### src/rtl/mcycle_pkg.sv
// mcycle_pkg: shared state and operation encodings for the multi-cycle sequencer
package mcycle_pkg;
   typedef enum logic [1:0] {IDLE, COMPUTE, DONE} state_t;
   localparam logic MC_MUL = 1'b0;
   localparam logic MC_DIV = 1'b1;
endpackage

### src/rtl/mcycle_seq_if.sv
// mcycle_seq_if: request/result bundle between the core decoder and the multi-cycle unit
interface mcycle_seq_if #(parameter int WIDTH = 32);
   logic             Start;
   logic             MCycleOp;
   logic [WIDTH-1:0] Operand1;
   logic [WIDTH-1:0] Operand2;
   logic [WIDTH-1:0] Result1;
   logic [WIDTH-1:0] Result2;
   logic             Busy;
   logic             Done;
   modport master (output Start, MCycleOp, Operand1, Operand2, input Result1, Result2, Busy, Done);
   modport slave (input Start, MCycleOp, Operand1, Operand2, output Result1, Result2, Busy, Done);
endinterface

### src/rtl/mcycle_seq.sv
// mcycle_seq: iterative unsigned shift-add multiply / restoring divide sharing one adder
module mcycle_seq
   import mcycle_pkg::*;
#(
   parameter int WIDTH = 32
) (
   input logic        CLK,
   input logic        RESETn,
   mcycle_seq_if.slave bus
);
   localparam int CW = $clog2(WIDTH);
   state_t           state, state_nx;
   logic [CW-1:0]    cnt;
   logic             op;
   logic [WIDTH-1:0] hi, lo, b, r1, r2;
   logic             done;
   logic             last, is_div, div_bit;
   logic [WIDTH:0]   add_a, add_b, sum, mul_step;
   logic [WIDTH-1:0] div_hi, hi_nx, lo_nx;

   assign last   = cnt == CW'(WIDTH - 1);
   assign is_div = op == MC_DIV;
   // one WIDTH+1 bit adder: multiply adds the multiplicand, divide subtracts the divisor
   assign add_a    = is_div ? {hi, lo[WIDTH-1]} : {1'b0, hi};
   assign add_b    = is_div ? ~{1'b0, b} : {1'b0, b};
   assign sum      = add_a + add_b + {{WIDTH{1'b0}}, is_div};
   assign div_bit  = ~sum[WIDTH];
   assign div_hi   = div_bit ? sum[WIDTH-1:0] : add_a[WIDTH-1:0];
   assign mul_step = lo[0] ? sum : {1'b0, hi};
   // lo holds the multiplier (consumed from the LSB) or the dividend/quotient; hi accumulates
   assign {hi_nx, lo_nx} = is_div ? {div_hi, lo[WIDTH-2:0], div_bit} : {mul_step, lo[WIDTH-1:1]};

   assign bus.Busy    = (state == IDLE && bus.Start) || state == COMPUTE;
   assign bus.Done    = done;
   assign bus.Result1 = r1;
   assign bus.Result2 = r2;

   // state register
   always_ff @(posedge CLK)
      state <= !RESETn ? IDLE : state_nx;

   // next state: Start only matters in IDLE, DONE always returns to IDLE
   always_comb begin
      state_nx = state;
      state_nx = state == IDLE ? (bus.Start ? COMPUTE : IDLE) :
                 state == COMPUTE ? (last ? DONE : COMPUTE) : IDLE;
   end

   // operand capture, one iteration per COMPUTE cycle, result load on entry to DONE
   always_ff @(posedge CLK)
      if (!RESETn) begin
         cnt  <= '0;
         op   <= MC_MUL;
         hi   <= '0;
         lo   <= '0;
         b    <= '0;
         r1   <= '0;
         r2   <= '0;
         done <= 1'b0;
      end else begin
         done <= state == COMPUTE && last;
         if (state == IDLE && bus.Start) begin
            cnt <= '0;
            op  <= bus.MCycleOp;
            hi  <= '0;
            lo  <= bus.Operand1;
            b   <= bus.Operand2;
         end else if (state == COMPUTE) begin
            cnt <= cnt + CW'(1);
            hi  <= hi_nx;
            lo  <= lo_nx;
            if (last) begin
               r1 <= lo_nx;
               r2 <= hi_nx;
            end
         end
      end
endmodule
### src/flat_wrapper.sv
// flat-port wrapper written by rule: the top's interface ports become plain ports
module mcycle_seq_flat import mcycle_pkg::*;
#(
   parameter int WIDTH = 32
)
  (CLK, RESETn, bus_Start, bus_MCycleOp, bus_Operand1, bus_Operand2, bus_Result1, bus_Result2, bus_Busy, bus_Done);
  mcycle_seq_if #(.WIDTH(WIDTH)) bus_i ();
  input logic CLK;
  input logic RESETn;
  input wire logic [$bits(bus_i.Start)-1:0] bus_Start;
  input wire logic [$bits(bus_i.MCycleOp)-1:0] bus_MCycleOp;
  input wire logic [$bits(bus_i.Operand1)-1:0] bus_Operand1;
  input wire logic [$bits(bus_i.Operand2)-1:0] bus_Operand2;
  output wire logic [$bits(bus_i.Result1)-1:0] bus_Result1;
  output wire logic [$bits(bus_i.Result2)-1:0] bus_Result2;
  output wire logic [$bits(bus_i.Busy)-1:0] bus_Busy;
  output wire logic [$bits(bus_i.Done)-1:0] bus_Done;
  assign bus_i.Start = bus_Start;
  assign bus_i.MCycleOp = bus_MCycleOp;
  assign bus_i.Operand1 = bus_Operand1;
  assign bus_i.Operand2 = bus_Operand2;
  assign bus_Result1 = bus_i.Result1;
  assign bus_Result2 = bus_i.Result2;
  assign bus_Busy = bus_i.Busy;
  assign bus_Done = bus_i.Done;
  mcycle_seq #(.WIDTH(WIDTH)) u_core (.CLK(CLK), .RESETn(RESETn), .bus(bus_i));
endmodule
### config.mk
export PLATFORM = sky130hd
export DESIGN_NAME = mcycle_seq_flat
export DESIGN_NICKNAME = d
export VERILOG_FILES = /design/src/rtl/mcycle_pkg.sv /design/src/rtl/mcycle_seq_if.sv /design/src/rtl/mcycle_seq.sv /design/src/flat_wrapper.sv
export SDC_FILE = /design/constraint.sdc
export NUM_CORES = 1
export LEC_CHECK = 0
export CAP_MARGIN = 20
export CORE_MARGIN = 10
export CORE_UTILIZATION = 60
export DETAILED_ROUTE_END_ITERATION = 12
export PLACE_DENSITY_LB_ADDON = 0.25
export SETUP_SLACK_MARGIN = 0.1
export SYNTH_ARGS = -nofsm -noshare
export SYNTH_HDL_FRONTEND = slang
export SYNTH_SLANG_ARGS = --single-unit
### constraint.sdc
create_clock -name CLK -period 11.84 [get_ports CLK]
set_input_delay 2.368 -clock CLK [delete_from_list [all_inputs] [get_ports CLK]]
set_output_delay 2.368 -clock CLK [all_outputs]
set_load 0.03 [all_outputs]
==> run_results.csv <==
group,metric,value,unit
die,rows,47,
clocking,cts_setup_buffers,0,
timing,fin_crit_sh,63.6,%
die,die_h,150,um
synth,ys.flop_type,"dfxtp_1",
synth,syn_nets,1317,
flow_run,cap_violations,0,
clocking,clock_sink_count,169,
drt,drt_iter0_markers,667,
clocking,cts_hold_buffers,0,
timing,slew_headroom,29.2,%
timing,fin_crit,7.53,ns
layout,area_growth,19.2,%
layout,fillers,1281,
placed_design,io_buffers,133,
clocking,clkSlewWorstSetupHoldPaths,0.07,ns
grt,grt_max_degree,75,
layout,multi_input_area,6290,um^2
critical_path,arrival,5.16,ns
clocking,htreeDepth,4,
timing,rsz0062_at_grt,"false",
grt,grt_usage,24.5,%
grt,grt_pass1_wl,45400,um
drt,avgRoutedWirePerCell,18.4,um
layout,final_cells,1520,
timing,setup_violations,0,
critical_path,path_class,"in2out",
synth,synth_edf_count,0,
layout,drive_gt1_share,10.2,%
synth,syn_area,10100,um^2
hold_path,min_to,"u_core.bus.Result1[24]",
die,dieArea,22400,um^2
layout,diodes,0,
layout,seq_area,3390,um^2
synth,yosysWarnings,0,
timing,fin_tns_setup,0,ns
clocking,cts_tree,"yes",
placed_design,gp_congestion,0.922,
clocking,clockBufferDepth,2,
power_and_ir_drop,vdd_drop_max,0.107,mV
critical_path,critPathMaxFanout,33,
drt,dr_total_vias,9244,
critical_path,worstSetupEndpointType,"output port",
critical_path,required,9.47,ns
critical_path,timing.rr.end,"u_core.bus.Result2[15]",
drt,route.detailed.drc,0,
die,die-width,150,um
timing,hold_viol,0,
layout,layout_commonest_cell,"nand2_1",
timing,worst_pin_slew,1.06,ns
clocking,cts_buffers,17,
layout,nets,1389,
hold_path,hold_path_depth,2,
status,status,"completed",
drt,ant_nets,0,
drt,vias_per_cell,6.08,
timing,slew_violations,0,
placed_design,place_hpwl,19200,um
grt,antenna_found_initial,0,
drt,postRouteWirelength,28000,um
die,ioPinCount,134,
timing,skew,0.0104,ns
grt,grt_pass1_vias,8874,
power_and_ir_drop,p_leak,4.64,nW
hold_path,min-delay-start,"u_core.bus.Result1[24]",
clocking,clock-root-buffer,"clkbuf_16",
grt,gr-total-overflow,0,
hold_path,worstHoldPathType,"reg2reg",
clocking,cts-resized-gates,0,
synth,synth.distinct_cells,66,
critical_path,r2r_slack,6.33,ns
synth,synth_seq_area_share,33.6,%
drt,drtPass1Iterations,5,
die,start_util,61.0,%
power_and_ir_drop,power-per-cell-area,117,nW/um^2
clocking,clk_latency,0.44,ns
critical_path,r2r_cells,12,
synth,syn_inst,1215,
synth,synth-seq-cells,169,
critical_path,critPathLaunchType,"primary input",
critical_path,worstReg2RegStart,"u_core.is_div",
placed_design,placed_cells,1488,
synth,synth-async-reset-ratio,0,%
timing,max_freq,133,MHz
synth,syn_area_per_cell,8.29,um^2
layout,final_cell_mix,"nand2_1, dfxtp_1, clkdlybuf4s50_1",
die,core_area,16500,um^2
[metrics by stage]
stage          setup slack, ns  hold WS, ns  utilization, %  total power [W]  area, um^2
3_3_place_gp              4.40        0.447            69.1         0.000849       11400
6_report                  4.31        0.460            72.6          0.00140       12000
5_1_grt                   4.18        0.480            72.6          0.00145       12000
2_1_floorplan             6.12        0.441               -         0.000785       10100
3_5_place_dp              4.34        0.457            69.1         0.000854       11400
4_1_cts                   4.34        0.466            72.6          0.00140       12000
[state kept, by name, summed over array words and instances, names as in the netlist]
signal	count
u_core.b	32
u_core.bus.Done	1
u_core.bus.Result1	32
u_core.bus.Result2	32
u_core.cnt	5
u_core.hi	32
u_core.is_div	1
u_core.lo	32
u_core.state	2
[cell families (layout without fill, tap and decap cells)]
family / count (synthesis) / in the layout / synth area share (%)
AO/OA/AOI/OAI: 374 / 374 / 25.6
XOR/XNOR: 67 / 67 / 6.09
adder cells (fa/ha/maj): 34 / 34 / 4.30
buffers and inverters: 105 / 190 / 4.11
flip-flops: 169 / 169 / 33.6
multiplexers: 95 / 95 / 10.2
AND/OR/NAND/NOR: 371 / 371 / 16.1
[area by class of cell]
cell class / instances / area share [%]
multi-input cells: 941 / 52.4
well taps: 220 / 2.29
clock buffers: 20 / 3.72
repair buffers: 145 / 11.8
clock inverters: 12 / 1.14
inverters: 13 / 0.407
flip-flops and latches: 169 / 28.2
[where the power goes]
group          leakage, nW  switching (W)  internal, W
clock                0.278       0.000254     0.000303
sequential            1.37      0.0000202     0.000587
combinational         2.99       0.000140     0.000101
total                 4.64       0.000414     0.000990
[cell usage after synthesis, drive strengths merged, types with 5 or more instances]
cell type / count / area, um^2
a211oi: 27 / 203
a21boi: 95 / 713
a21o: 7 / 52.6
a21oi: 71 / 367
a22o: 8 / 70.1
a31o: 14 / 123
and2: 12 / 75.1
and3: 5 / 31.3
buf: 14 / 72.6
clkbuf: 78 / 293
dfxtp: 169 / 3380
ha: 33 / 413
inv: 13 / 48.8
mux2: 65 / 732
mux2i: 30 / 300
nand2: 228 / 858
nand3: 48 / 240
nand4: 10 / 62.6
nor2: 31 / 116
nor2b: 14 / 87.6
nor3: 8 / 40.0
o21a: 5 / 37.5
o21ai: 74 / 370
o221ai: 32 / 280
o31ai: 11 / 82.6
xnor2: 17 / 175
xor2: 50 / 438
[layer usage]
layer  global-route usage [%]  vias up  wire, um
met5                        0        -         0
met1                     32.1     4367     12500
met2                     40.2      324     13200
li1                         -     4514         -
met4                     7.16        0       464
met3                     4.50       39      1820
[worst max path at each step]
stage	start	endpoint	slack, ns	depth (start not counted)
after floorplan	bus_Start	bus_Busy	6.12	5
after global placement	bus_Start	bus_Busy	4.40	5
after detailed placement	bus_Start	bus_Busy	4.34	5
after CTS	bus_Start	bus_Busy	4.34	5
after global routing	bus_Start	bus_Busy	4.18	5
final	bus_Start	bus_Busy	4.31	5
[worst max-delay path, stage by stage]
cell             delay (ns)
clkdlybuf4s50_1        0.51
nor2_1                 0.05
or2_2                  0.52
inv_1                  0.87
clkdlybuf4s50_1        0.84
(Power assumes the default switching activity.)
